**src/rtl/wb_stage.sv**
```systemverilog
// Writeback stage: aligns/extends load data, merges divider completions through a
// one-entry holding register, and drives the register file write port plus bypass.
module wb_stage #(
    parameter int BITS      = 32,
    parameter int WORDS     = 32,
    parameter int ADDR_LEFT = $clog2(WORDS) - 1
) (
    input  logic               clk,
    input  logic               rst,
    input  logic               pipe_valid,
    input  logic [ADDR_LEFT:0] pipe_waddr,
    input  logic [BITS-1:0]    pipe_data,
    input  logic               pipe_load,
    input  logic [1:0]         pipe_size,
    input  logic               pipe_unsigned,
    input  logic [1:0]         pipe_addr_lo,
    input  logic               div_valid,
    output logic               div_ready,
    input  logic [ADDR_LEFT:0] div_waddr,
    input  logic [BITS-1:0]    div_wdata,
    output logic               rw_,
    output logic [ADDR_LEFT:0] waddr,
    output logic [BITS-1:0]    wdata,
    output logic [3:0]         byte_en,
    output logic               fwd_valid,
    output logic [ADDR_LEFT:0] fwd_addr,
    output logic [BITS-1:0]    fwd_data,
    output logic               misalign,
    output logic               div_drop
);

    logic [BITS-1:0]    load_val;
    logic [7:0]         byte_sel;
    logic [15:0]        half_sel;
    logic               aligned;
    logic               pipe_wr;
    logic               pipe_mis;
    logic               div_xfer;

    logic               hold_full;
    logic [ADDR_LEFT:0] hold_addr;
    logic [BITS-1:0]    hold_data;
    logic               hold_full_nxt;
    logic [ADDR_LEFT:0] hold_addr_nxt;
    logic [BITS-1:0]    hold_data_nxt;

    logic               wr_en;
    logic [ADDR_LEFT:0] wr_addr;
    logic [BITS-1:0]    wr_data;
    logic               drop;

    // Load alignment: pick the addressed byte/half and extend to a full word.
    always_comb begin
        load_val = pipe_data;
        aligned  = 1'b1;
        byte_sel = pipe_data[8*pipe_addr_lo +: 8];
        half_sel = pipe_addr_lo[1] ? pipe_data[31:16] : pipe_data[15:0];
        if (pipe_load) begin
            case (pipe_size)
                2'b00: load_val = {{(BITS-8){byte_sel[7] & ~pipe_unsigned}}, byte_sel};
                2'b01: begin
                    load_val = {{(BITS-16){half_sel[15] & ~pipe_unsigned}}, half_sel};
                    aligned  = ~pipe_addr_lo[0];
                end
                default: aligned = (pipe_addr_lo == 2'b00);
            endcase
        end
    end

    // Divider handshake: a result transfers on any edge where div_valid && div_ready;
    // div_ready is simply "holding register empty", and the divider keeps div_*
    // stable while div_valid is high and div_ready is low.
    assign div_ready = ~hold_full;
    assign div_xfer  = div_valid & div_ready;
    assign pipe_mis  = pipe_valid & pipe_load & ~aligned;
    assign pipe_wr   = pipe_valid & aligned & (pipe_waddr != '0);

    // Port arbitration: pipe, then held divider entry, then a direct divider result.
    always_comb begin
        wr_en         = 1'b0;
        wr_addr       = pipe_waddr;
        wr_data       = load_val;
        drop          = 1'b0;
        hold_full_nxt = hold_full;
        hold_addr_nxt = hold_addr;
        hold_data_nxt = hold_data;
        if (pipe_wr) begin
            wr_en = 1'b1;
            if (hold_full && (hold_addr == pipe_waddr)) begin
                hold_full_nxt = 1'b0;
                drop          = 1'b1;
            end
            if (div_xfer && (div_waddr != '0)) begin
                if (div_waddr == pipe_waddr) begin
                    drop = 1'b1;
                end else begin
                    hold_full_nxt = 1'b1;
                    hold_addr_nxt = div_waddr;
                    hold_data_nxt = div_wdata;
                end
            end
        end else if (hold_full) begin
            wr_en         = 1'b1;
            wr_addr       = hold_addr;
            wr_data       = hold_data;
            hold_full_nxt = 1'b0;
        end else if (div_xfer && (div_waddr != '0)) begin
            wr_en   = 1'b1;
            wr_addr = div_waddr;
            wr_data = div_wdata;
        end
    end

    always_ff @(posedge clk) begin
        if (rst) begin
            rw_       <= 1'b1;
            waddr     <= '0;
            wdata     <= '0;
            byte_en   <= 4'b1111;
            misalign  <= 1'b0;
            div_drop  <= 1'b0;
            hold_full <= 1'b0;
            hold_addr <= '0;
            hold_data <= '0;
        end else begin
            rw_       <= ~wr_en;
            byte_en   <= 4'b1111;
            misalign  <= pipe_mis;
            div_drop  <= drop;
            hold_full <= hold_full_nxt;
            hold_addr <= hold_addr_nxt;
            hold_data <= hold_data_nxt;
            if (wr_en) begin
                waddr <= wr_addr;
                wdata <= wr_data;
            end
        end
    end

    // Bypass covers the cycle between driving the port and the regfile commit.
    assign fwd_valid = ~rw_;
    assign fwd_addr  = waddr;
    assign fwd_data  = wdata;

endmodule

```
**config.mk**
```make
export PLATFORM = sky130hd
export DESIGN_NAME = wb_stage
export DESIGN_NICKNAME = d
export VERILOG_FILES = /design/src/rtl/wb_stage.sv
export SDC_FILE = /design/constraint.sdc
export NUM_CORES = 1
export LEC_CHECK = 0
export ABC_AREA = 0
export CAP_MARGIN = 40
export CORE_UTILIZATION = 35
export CTS_CLUSTER_SIZE = 25
export DETAILED_ROUTE_END_ITERATION = 12
export PLACE_DENSITY = 0.74
export SYNTH_ARGS = -nofsm -noshare
export SYNTH_HDL_FRONTEND = slang
export SYNTH_SLANG_ARGS = --single-unit
export TNS_END_PERCENT = 20
```
**constraint.sdc**
```tcl
create_clock -name clk -period 2.8 [get_ports clk]
set_clock_uncertainty 0.15 [all_clocks]
set_input_delay 0.84 -clock clk [delete_from_list [all_inputs] [get_ports clk]]
set_output_delay 0.84 -clock clk [all_outputs]
set_load 0.05 [all_outputs]
```
## Yosys cells after proc, flatten, opt, wreduce, memory -nomap -nowiden

Index checks and enable logic that the tools add are counted.

- Register bits: 78
- Input port bits: 84
- Logic and storage cells: 55

- Eq/ne operators: 3
- Shift-type cells: 1
- Multiplexer cells: 20
- Bitwise gates (word level): 15
- Reduce and logical (&&, ||, !) cells: 8

Operators with widths:

| cell | count |
|---|---|
| $mux W32 | 4 |
| $pmux W32 S2 | 1 |
| $shiftx A32 B6 Y8 | 1 |
| $mux W16 | 1 |
| $mux W5 | 3 |
| $eq A5 B5 Y1 | 2 |
| $mux W1 | 10 |
| $reduce_bool A5 Y1 | 2 |
| $not A1 Y1 | 8 |
| $and A1 B1 Y1 | 7 |
| $logic_not A2 Y1 | 2 |
| $reduce_and A3 Y1 | 1 |
| $eq A2 B1 Y1 const B | 1 |
| $logic_and A1 B1 Y1 | 2 |
| $pmux W1 S2 | 1 |
| $reduce_or A2 Y1 | 1 |

## Depth between registers and ports, before layout

Gate-level depths: netlist of run 1.

- Word-level depth: 7
- Mapped depth: 9

## Least setup slack after synthesis of run 1

No wires, ideal clock.

- Path kind: in2reg
- Start: input pipe_addr_lo[1]
- End: register hold_addr[1]
- Arrival time: 2368 ps
- Slack: 211 ps
- Stages on the path: 9
- Buffers on the path: 4
- Path through: buf_2 -> nand2_1 -> a21boi_0 -> or2_1 -> buf_4 -> nor4_2 -> buf_6 -> buf_6 -> mux2i_1

- Longest elaborated chain between the ends: 6

Ends and longest elaborated chain:

| what | RTL line | text |
|---|---|---|
| start: declaration | 16 | `input logic [1:0] pipe_addr_lo,` |
| $logic_not A2 Y1 | 65 | `default: aligned = (pipe_addr_lo == 2'b00);` |
| $pmux W1 S2 | 59 | `case (pipe_size)` |
| $mux W1 | 58 | `if (pipe_load) begin` |
| $and A1 B1 Y1 (2 in a row) | 76 | `assign pipe_wr = pipe_valid & aligned & (pipe_waddr != '0);` |
| $reduce_and A3 Y1 (no line) | -- |  |
| end signal: assignment | 131 | `hold_addr <= hold_addr_nxt;` |
| end: declaration | 41 | `logic [ADDR_LEFT:0] hold_addr;` |

No other way between the ends.
A chain may end at the register's enable or synchronous reset.

## Worst setup path in the final report of run 1

- Start: input pipe_waddr[0]
- End: register wdata[4], in the netlist fwd_data[4]

- Longest elaborated chain between the ends: 3

Ends and longest elaborated chain:

| what | RTL line | text |
|---|---|---|
| start: declaration | 11 | `input logic [ADDR_LEFT:0] pipe_waddr,` |
| $reduce_bool A5 Y1 * | 76 |  |
| $and A1 B1 Y1 * | 76 |  |
| $mux W32 or $mux W1 (tied branches) | 87 | `if (pipe_wr) begin` |
| end signal: assignment | 135 | `wdata <= wr_data;` |
| end: declaration | 23 | `output logic [BITS-1:0] wdata,` |

Every way passes the cells marked *; elsewhere a longest branch is shown, timed or not.

==> results by group, run 1 <==
Run status
  • Outcome: complete, no violations

Final layout
  • Final nets: 801
  • Area of the multi-input gates: 0.002479 mm²
  • Share of cells above drive strength 1: 12.05%
  • Ant diodes: 0
  • Total area of sequential cells: 0.001562 mm²
  • Fin util: 53.40%
  • Area growth syn-to-layout: 48.33%
  • # fillers: 1164
  • Fin cells: 894

Floorplanning
  • Starting Density: 36.00%
  • Die Area: 0.01344 mm²
  • I/O pin count: 167
  • Die W: 115.9 µm
  • Die Y: 115.9 µm
  • Core area: 0.01262 mm²
  • # rows: 41

Critical path
  • Worst R2R Start: hold_full
  • Slack of the worst reg-to-reg path: 1.03 ns
  • End of the worst register-to-register path: hold_data[23]
  • CP startpoint kind: primary input
  • Worst Setup Path Type: in -> reg
  • Max Fanout on Critical Path: 12
  • Data required, critical path: 2.90 ns
  • Kind of end point of the critical path: flop
  • FF-to-FF path depth: 4
  • Crit path DAT: 2.74 ns

Hold path
  • Hold_sp: hold_data[30]
  • Min-Delay Endpoint: hold_data[30]
  • Hold depth: 2
  • Hold crit path type: reg -> reg

Timing
  • Final worst-path setup slack: 0.1552 ns
  • Tightest Pin Transition: 0.5300 ns
  • Hold WS: 0.3064 ns
  • Minimum clock period: 2.645 ns
  • Unrepaired setup endpoints after global routing: false
  • Final setup fails: 0
  • FMAX: 378.1 MHz
  • Slew headroom: 64.20%
  • Final hold vios: 0
  • Slew Limit Fails: 0
  • Final period utilization: 94.46%

Detailed routing
  • DR iter-0 viols: 353
  • Drt via density: 5.385
  • Final WL: 15450 µm
  • Drt wl/cell: 17.28 µm
  • Drt pass-1 iters: 5
  • ANT nets after route: 0
  • # DRC: 0
  • Routed vias: 4814

Place
  • Routability congestion estimate from global placement: 0.9193
  • HPWL after detailed placement: 11610 µm
  • DP Worst Slack: -0.2585 ns
  • Placed Instances: 878
  • PortBufs: 162

Clock tree
  • Clock-pin slew on the worst setup and hold paths: 0.06 ns
  • Num CTS Buffers: 9
  • Clk_lat worst skew: 0.33 ns
  • # clock sinks: 78
  • CTS tree: done
  • Clock buffer depth: 2
  • Post-CTS setup buffers: 0
  • Clock Tree Root: clkbuf_16
  • H-tree depth: 3

Synthesis
  • Mapped Area: 0.004543 mm²
  • Synth Register Bits: 78
  • Average size of a mapped cell: 7.984 µm²
  • Synth cell types: 49
  • Async set or reset register ratio after synthesis: 0%
  • Synth warn: 0
  • Mapped Cells: 569
  • Main flop type after synthesis: dfxtp_1
  • EDFF count, synth: 0
  • Seq/Total Area, Yosys: 34.37%

Power
  • Pwr Total: 0.003913 W
  • VDD IR max: 0.0003889 V
  • Leak Pwr: 2.562 nW
  • PwrDens: 580.7 mW/mm²

GRT
  • Total Routing Usage GR: 22.95%
  • Number of global-route vias before repair: 4750
  • First-pass GRT wire length: 23580 µm
  • Pin count of the biggest net entering global routing: 48
  • Total gr overflow: 0
  • Initial antenna violation count: 0

Job
  • Max cap viols: 0
-- how the worst max path moves through the flow --
stage,start,cells past startpoint,slack [ns],to
after floorplan,pipe_addr_lo[1],9,0.21,hold_addr[1]
after global placement,pipe_size[1],7,-0.19,hold_data[26]
after detailed placement,pipe_size[1],7,-0.26,hold_data[23]
after CTS,pipe_size[1],7,0.08,hold_data[23]
after global routing,pipe_size[1],7,0.06,hold_data[13]
final,pipe_waddr[0],7,0.16,fwd_data[4]
-- state kept, by name, summed over array words and instances (netlist names) --
register and count:
rw_ 1, misalign 1, div_drop 1, fwd_data 32
hold_addr 5, hold_data 32, hold_full 1, fwd_addr 5
-- where the power goes --
part           total [W]  switching [W]  internal [W]  leakage (nW)
Sequential       0.00126      0.0000641       0.00119         0.641
Combinational    0.00126       0.000754      0.000508          1.75
Clock            0.00139       0.000491      0.000904         0.174
Total            0.00391        0.00131       0.00260          2.56
-- cell usage after synthesis, drive strengths merged (6+ instances only) --
library cell    n  area [µm²]
nand2         101       379.1
clkbuf         30       112.6
a22oi           6       45.04
a2bb2oi        15       131.4
dfxtp          78        1562
buf            55       404.1
xnor2           6       52.55
mux2i          44       440.4
nor2           44       165.2
and3            6       37.54
o2bb2ai         8       70.07
a21oi          20       100.1
nor3            7       35.03
a221oi         16       140.1
and2            8       50.05
o21ai          42       214.0
o22ai          20       125.1
a211oi          9       67.56
-- final cells by class --
| class | instances | share of cell area, % |
|---|---|---|
| clock inverters | 6 | 1.727 |
| clock buffers | 10 | 3.546 |
| flip-flops and latches | 78 | 23.17 |
| repair buffers | 219 | 31.30 |
| well taps | 172 | 3.193 |
| inverters | 5 | 0.2785 |
| multi-input cells | 404 | 36.78 |
-- repair_timing --
item | CTS | global route
setup endpoints to repair | 0 | 41
hold buffers | 0 | 0
gates resized for setup | 0 | 1
-- kinds of logic after synthesis --
group | synth area share (%)
mux | 10.93
buf+inv | 11.79
other cells | 0.08254
flops | 34.37
simple gates | 17.52
xor+xnor | 1.928
compound gates | 23.38
-- per-layer routing --
metal,wire (µm),up-vias,global-route usage [%]
met1,6351,2260,28.07
met5,0,-,0
met2,7427,249,38.49
met4,442,0,10.17
li1,-,2270,-
met3,1225,35,5.178
-- stage by stage --
step | TNS (ns) | instance area [µm²]
2_1_floorplan | 0 | 4554
3_3_place_gp | -11.11 | 6379
3_5_place_dp | -12.68 | 6379
4_1_cts | 0 | 6734
5_1_grt | 0 | 6739
6_report | 0 | 6739
-- cell usage in the layout, fill, tap and decap left out, drive strengths merged, types with 15 or more instances in the layout --
master,count
nor2,44
dfxtp,78
o21ai,42
o22ai,20
nand2,101
clkdlybuf4s50,161
a2bb2oi,15
a221oi,16
buf,58
mux2i,44
a21oi,20
-- worst max-delay path, cell delays in order --
cell	delay, ns
clkdlybuf4s50_1	0.45
or4_1	0.54
o21ai_2	0.15
or2_1	0.24
buf_4	0.23
a221oi_1	0.07
a211oi_1	0.22
No activity file was read; power rests on OpenSTA's default activity.
==> run 2, diff against run 1 <==
--- a/config.mk
+++ b/config.mk
@@ -11,7 +11,8 @@
 export CTS_CLUSTER_SIZE = 25
 export DETAILED_ROUTE_END_ITERATION = 12
 export PLACE_DENSITY = 0.74
+export SKIP_CTS_REPAIR_TIMING = 1
 export SYNTH_ARGS = -nofsm -noshare
 export SYNTH_HDL_FRONTEND = slang
 export SYNTH_SLANG_ARGS = --single-unit
-export TNS_END_PERCENT = 20
+export TNS_END_PERCENT = 50
==> results of run 2 <==
No change in the layout: final DEF, timing and power equal those of run 1.
